--- config.mk ---
export PLATFORM = sky130hd
export DESIGN_NAME = sdram_burst_writer
export DESIGN_NICKNAME = d
export VERILOG_FILES = /design/src/rtl/sdram_burst_writer.sv
export SDC_FILE = /design/constraint.sdc
export NUM_CORES = 1
export LEC_CHECK = 0
export ABC_AREA = 0
export BUFFER_PORTS_ARGS = -buffer_cell sky130_fd_sc_hd__buf_2
export CELL_PAD_IN_SITES_DETAIL_PLACEMENT = 1
export CELL_PAD_IN_SITES_GLOBAL_PLACEMENT = 2
export CORE_AREA = 2 2 120 122
export DETAILED_ROUTE_END_ITERATION = 10
export DIE_AREA = 0 0 122 124
export GPL_ROUTABILITY_DRIVEN = 0
export PLACE_DENSITY = 0.82
export SLEW_MARGIN = 5
export SYNTH_ARGS = -nofsm -noshare
export SYNTH_HDL_FRONTEND = slang
export SYNTH_SLANG_ARGS = --single-unit
--- constraint.sdc ---
create_clock -name clk -period 2.4 [get_ports clk]
set_input_delay 0.12 -clock clk [delete_from_list [all_inputs] [get_ports clk]]
set_output_delay 0.12 -clock clk [all_outputs]
set_load 0.05 [all_outputs]
--- src/rtl/sdram_burst_writer.sv ---
`default_nettype none
// ============================================================================
// sdram_burst_writer : decodes {bank,row,col}, runs one page-truncated
//                      ACTIVE / WRITE / BST / PRECHARGE full-page write burst
// Rev 1.0
// ============================================================================
module sdram_burst_writer #(
   parameter int BA_W    = 2,
   parameter int ROW_W   = 13,
   parameter int COL_W   = 9,
   parameter int DATA_W  = 16,
   parameter int TRCD    = 2,
   parameter int TWR     = 2,
   parameter int TRP     = 2,
   parameter bit PRE_ALL = 1'b0
) (
   input  logic                          clk,
   input  logic                          rst,
   input  logic                          init_end_i,
   input  logic                          wr_en_i,
   input  logic [BA_W+ROW_W+COL_W-1:0]   wr_addr_i,
   input  logic [COL_W:0]                wr_burst_len_i,
   input  logic [DATA_W-1:0]             wr_data_i,
   output logic                          wr_ack_o,
   output logic [3:0]                    wr_cmd_o,
   output logic [BA_W-1:0]               wr_ba_o,
   output logic [ROW_W-1:0]              wr_sdram_addr_o,
   output logic                          wr_sdram_en_o,
   output logic [DATA_W-1:0]             wr_sdram_data_o,
   output logic                          wr_busy_o,
   output logic                          wr_end_o,
   output logic [COL_W:0]                wr_len_done_o
);

   localparam int CW = COL_W + 1;
   localparam int AW = BA_W + ROW_W + COL_W;

   localparam logic [3:0] c_cmd_act = 4'b0011;
   localparam logic [3:0] c_cmd_wr  = 4'b0100;
   localparam logic [3:0] c_cmd_bst = 4'b0110;
   localparam logic [3:0] c_cmd_pre = 4'b0010;
   localparam logic [3:0] c_cmd_nop = 4'b0111;

   localparam logic [CW-1:0]    c_one       = CW'(1);
   localparam logic [CW-1:0]    c_page      = CW'(1) << COL_W;
   localparam logic [CW-1:0]    c_trcd_load = CW'(TRCD - 2);
   localparam logic [CW-1:0]    c_twr_load  = CW'(TWR - 2);
   localparam logic [CW-1:0]    c_trp_load  = CW'(TRP - 2);
   localparam logic [ROW_W-1:0] c_a10       = ROW_W'(1) << 10;
   localparam logic [ROW_W-1:0] c_pre_addr  = PRE_ALL ? c_a10 : '0;

   typedef enum logic [2:0] {
      S_IDLE   = 3'd0,
      S_ACTIVE = 3'd1,
      S_TRCD   = 3'd2,
      S_WRITE  = 3'd3,
      S_TWR    = 3'd4,
      S_PRE    = 3'd5,
      S_TRP    = 3'd6,
      S_END    = 3'd7
   } state_t;

   state_t              state_q, state_d;
   logic [CW-1:0]       cnt_q, cnt_d;
   logic [CW-1:0]       len_q, len_d;
   logic [BA_W-1:0]     bank_q, bank_d;
   logic [ROW_W-1:0]    row_q, row_d;
   logic [COL_W-1:0]    col_q, col_d;
   logic [3:0]          cmd_q, cmd_d;
   logic [BA_W-1:0]     ba_q, ba_d;
   logic [ROW_W-1:0]    addr_q, addr_d;
   logic                ack_q, ack_d;
   logic                en_q, en_d;
   logic                busy_q, busy_d;
   logic                end_q, end_d;
   logic [CW-1:0]       len_done_q, len_done_d;

   logic [CW-1:0]       w_room;
   logic [CW-1:0]       w_len_eff;
   logic                w_start;

   // Words left in the page from the start column; clips oversize requests too.
   assign w_room    = c_page - CW'(wr_addr_i[COL_W-1:0]);
   assign w_len_eff = (wr_burst_len_i > w_room) ? w_room : wr_burst_len_i;
   assign w_start   = wr_en_i & init_end_i & (wr_burst_len_i != '0);

   // cnt_q holds the number of cycles left in the current state after this one.
   always_comb begin
      state_d = state_q;
      cnt_d   = cnt_q;
      len_d   = len_q;
      bank_d  = bank_q;
      row_d   = row_q;
      col_d   = col_q;
      case (state_q)
         S_IDLE: begin
            if (w_start) begin
               state_d = S_ACTIVE;
               cnt_d   = '0;
               bank_d  = wr_addr_i[AW-1 -: BA_W];
               row_d   = wr_addr_i[COL_W +: ROW_W];
               col_d   = wr_addr_i[COL_W-1:0];
               len_d   = w_len_eff;
            end
         end
         S_ACTIVE: begin
            if (TRCD == 1) begin
               state_d = S_WRITE;
               cnt_d   = len_q - c_one;
            end else begin
               state_d = S_TRCD;
               cnt_d   = c_trcd_load;
            end
         end
         S_TRCD: begin
            if (cnt_q == '0) begin
               state_d = S_WRITE;
               cnt_d   = len_q - c_one;
            end else begin
               cnt_d = cnt_q - c_one;
            end
         end
         S_WRITE: begin
            if (cnt_q == '0) begin
               state_d = S_TWR;
               cnt_d   = c_twr_load;
            end else begin
               cnt_d = cnt_q - c_one;
            end
         end
         S_TWR: begin
            if (cnt_q == '0) begin
               state_d = S_PRE;
            end else begin
               cnt_d = cnt_q - c_one;
            end
         end
         S_PRE: begin
            if (TRP == 1) begin
               state_d = S_END;
            end else begin
               state_d = S_TRP;
               cnt_d   = c_trp_load;
            end
         end
         S_TRP: begin
            if (cnt_q == '0) begin
               state_d = S_END;
            end else begin
               cnt_d = cnt_q - c_one;
            end
         end
         S_END:   state_d = S_IDLE;
         default: state_d = S_IDLE;
      endcase

      // Outputs are registered, so they are decoded from the state being entered.
      cmd_d      = c_cmd_nop;
      ba_d       = '1;
      addr_d     = '1;
      ack_d      = 1'b0;
      en_d       = 1'b0;
      busy_d     = (state_d != S_IDLE);
      end_d      = (state_d == S_END);
      len_done_d = end_d ? len_d : '0;
      case (state_d)
         S_ACTIVE: begin
            cmd_d  = c_cmd_act;
            ba_d   = bank_d;
            addr_d = row_d;
         end
         S_WRITE: begin
            en_d  = 1'b1;
            ack_d = (cnt_d != '0);
            if (state_q != S_WRITE) begin
               cmd_d  = c_cmd_wr;
               ba_d   = bank_d;
               addr_d = ROW_W'(col_d) & ~c_a10;
            end
         end
         S_TWR: begin
            if (state_q == S_WRITE) begin
               cmd_d  = c_cmd_bst;
               ba_d   = bank_d;
               addr_d = '0;
            end
         end
         S_PRE: begin
            cmd_d  = c_cmd_pre;
            ba_d   = bank_d;
            addr_d = c_pre_addr;
         end
         default: ;
      endcase
      // First request runs one cycle ahead of the first data beat.
      if ((state_d == S_TRCD && cnt_d == '0) || (state_d == S_ACTIVE && TRCD == 1)) begin
         ack_d = 1'b1;
      end
   end

   always_ff @(posedge clk) begin
      if (rst) begin
         state_q    <= S_IDLE;
         cnt_q      <= '0;
         len_q      <= '0;
         bank_q     <= '0;
         row_q      <= '0;
         col_q      <= '0;
         cmd_q      <= c_cmd_nop;
         ba_q       <= '1;
         addr_q     <= '1;
         ack_q      <= 1'b0;
         en_q       <= 1'b0;
         busy_q     <= 1'b0;
         end_q      <= 1'b0;
         len_done_q <= '0;
      end else begin
         state_q    <= state_d;
         cnt_q      <= cnt_d;
         len_q      <= len_d;
         bank_q     <= bank_d;
         row_q      <= row_d;
         col_q      <= col_d;
         cmd_q      <= cmd_d;
         ba_q       <= ba_d;
         addr_q     <= addr_d;
         ack_q      <= ack_d;
         en_q       <= en_d;
         busy_q     <= busy_d;
         end_q      <= end_d;
         len_done_q <= len_done_d;
      end
   end

   assign wr_cmd_o        = cmd_q;
   assign wr_ba_o         = ba_q;
   assign wr_sdram_addr_o = addr_q;
   assign wr_ack_o        = ack_q;
   assign wr_sdram_en_o   = en_q;
   assign wr_busy_o       = busy_q;
   assign wr_end_o        = end_q;
   assign wr_len_done_o   = len_done_q;
   assign wr_sdram_data_o = en_q ? wr_data_i : '0;

endmodule
`default_nettype wire
==> run summary <==
Fill count - 1647
Peak supply drop - 0.560 mV
Root Buffer - clkbuf_16
Antenna diode count - 0
Wirelength per Cell - 16.3 um
Setup WS post-layout - -265 ps
Final HPWL from detailed placement - 9.12 mm
Cell area after layout - 0.00532 mm2
Routed WL - 12.7 mm
Data arrival, critical path - 2910 ps
Vias/cell - 4.78
Post-synthesis register bit count - 66
Clock buffer depth - 2
GRT Residual Overflow - 0
Residual DRC - 0
Initial DRC count - 133
Post-Synthesis Cells - 430
Largest net degree at the start of global routing - 38
Post-route ant nets - 0
Status - complete, but fails checks
Setup violators final - 11
Port Buffers - 101
Synth async-reset ratio - 0%
Startpoint Class - input pin
Via Count - 3733
Clk slew on worst S/H paths - 60 ps
Crit Path Max Fanout - 4
Min Tclk post-route - 2670 ps
Starting Density - 25.6%
Gr usage total - 16.8%
DRT Pass-1 Iters - 4
HP Class - input pin to flop
CP Class - input pin to flop
Area Overhead vs Synth - 51.6%
# rows - 43
Share of layout cells above drive strength 1 - 44.1%
Fin. max-slew vios - 0
Failing checks - negative setup slack
Die area - 0.0151 mm2
Clk Latency, worst-skew pair - 340 ps
Io pins - 103
Top post-synthesis cells by area - dfxtp_1, nand2_1, ha_1, nor2_1, a21oi_1
CTS buffer count - 9
Crit. End Element - flop
Post-synth top area cell - dfxtp_1
Fmax - 0.375 GHz
Setup TNS - -2240 ps
Core area - 0.0137 mm2
Post-Place Worst Slack - -682 ps
Most used flip-flop cell after synthesis - dfxtp_1
CTS tree - built
Nets - 665
Synth top cells by count - dfxtp_1, nand2_1, nor2_1
Power Dens Cells - 1470 mW/mm2
RSZ-0062 raised after global routing - yes
Global-route wire length before repair - 19.6 mm
Register area share after synthesis - 37.6%
Antenna violations before repair - 0
Worst Path Required - 2650 ps
DIE HEIGHT - 124 um
Yosys top cell area share - 37.6%
Netlist cell types - 58
Synth warn - 0
Final hold vios - 0
# Max-Cap Violations - 0
Area after DPL - 0.00459 mm2
Skew final - 6.34 ps
CTS sink count - 66
Cell area after synthesis - 0.00351 mm2
Number of synthesized flops with an enable pin - 0
H-tree depth - 3
Syn nets - 499
Final period util - 111%
Hold slack final - 34.5 ps
Die width - 122 um
Post-Syn Area per Cell - 8.16 um2
Lkg Pwr - 2.32 nW
Vias in the first global route - 3864
Power, Total - 7.80 mW
-- worst max-delay path, cell delays in order --
cell      delay [ps]
buf_8            100
nor3_4           190
nand2b_1         150
buf_4            170
buf_4            120
nor2_2           120
xor2_2           100
ha_2             310
and4_1           240
nand3_2          110
o21ai_2          160
a211o_1          150
o21ai_4           80
buf_4            140
buf_6            100
or2_2            270
a311oi_2         260
-- through the flow --
stage                     std cells  util [%]
after global routing            781      38.8
final                           781      38.8
after floorplan                 430         -
after CTS                       776      37.9
after detailed placement        744      33.4
after global placement          744      33.4
-- sequential cells by signal, summed over array words and instances, names as in the netlist, 2 cells and up --
| signal | cells |
|---|---|
| wr_sdram_addr_o | 13 |
| cnt_q | 10 |
| len_q | 10 |
| wr_len_done_o | 10 |
| col_q | 9 |
| state_q | 3 |
| wr_cmd_o | 3 |
| bank_q | 2 |
| wr_ba_o | 2 |
-- cells in the final DEF, fill, tap and decap left out, types with 5 or more instances in the layout --
cell type / count
and2_1: 17
nand3_1: 10
nor2b_1: 16
a21oi_1: 22
o211ai_1: 9
buf_6: 6
dfxtp_1: 63
nor2_2: 5
buf_2: 99
buf_4: 72
nor2_1: 32
o21ai_0: 6
nor3_1: 17
ha_1: 11
clkbuf_16: 9
mux2i_1: 5
nand2_1: 65
or2_2: 8
inv_1: 7
xor2_1: 8
a311oi_2: 5
xnor2_1: 7
-- repair_timing --
item | 4_1_cts | 5_1_grt
hold buffers | 4 | 0
endpoints found under the hold margin | 4 | 0
setup buffers | 12 | 5
endpoints found under the setup margin | 30 | 30
resized for setup | 36 | 21
pin swaps | 25 | 21
-- worst paths after layout --
check	startpoint	to	slack (ps)	cells after the start
max	wr_addr_i[4]	len_q[5]$_SDFF_PP0_	-270	17
min	wr_addr_i[23]	wr_ba_o[1]$_SDFF_PP1_	30	3
min reg2reg	col_q[2]$_SDFF_PP0_	col_q[2]$_SDFF_PP0_	460	2
max reg2reg	cnt_q[0]$_SDFF_PP0_	wr_ack_o$_SDFF_PP0_	-50	12
-- routing by layer --
layer | share of wire (%) | GRT usage (%) | up-vias | wire length [um]
li1 | - | - | 1811 | -
met1 | 42 | 19.5 | 1790 | 5330
met2 | 51 | 30.2 | 110 | 6500
met3 | 4.7 | 3.07 | 22 | 597
met4 | 2.2 | 7.54 | 0 | 286
met5 | 0 | 0 | - | 0
-- cell families after synthesis --
kind of cell             share of synthesized area (%)
AND/OR/NAND/NOR                                   31.3
AO/OA/AOI/OAI                                     14.5
flip-flops                                        37.6
buffers and inverters                             5.42
XOR/XNOR                                          4.24
adder cells (fa/ha/maj)                           5.35
multiplexers                                      1.43
other                                            0.107
-- area by class of cell --
class                           instances  area (um2)  share of cell area, %
Clock buffer                            9         225                   4.23
Multi-Input combinational cell        324        2190                   41.2
Timing Repair Buffer                  183        1180                   22.1
Sequential cell                        66        1330                   24.9
Tap cell                              180         225                   4.23
Inverter                               12        50.0                  0.940
Clock inverter                          7         125                   2.35
-- where the power goes --
group,switching (mW),internal (mW),total [mW]
Clock,0.536,1.02,1.56
Sequential,0.166,1.35,1.51
Combinational,2.69,2.04,4.73
Note: power is estimated with default switching activity, not from simulation.
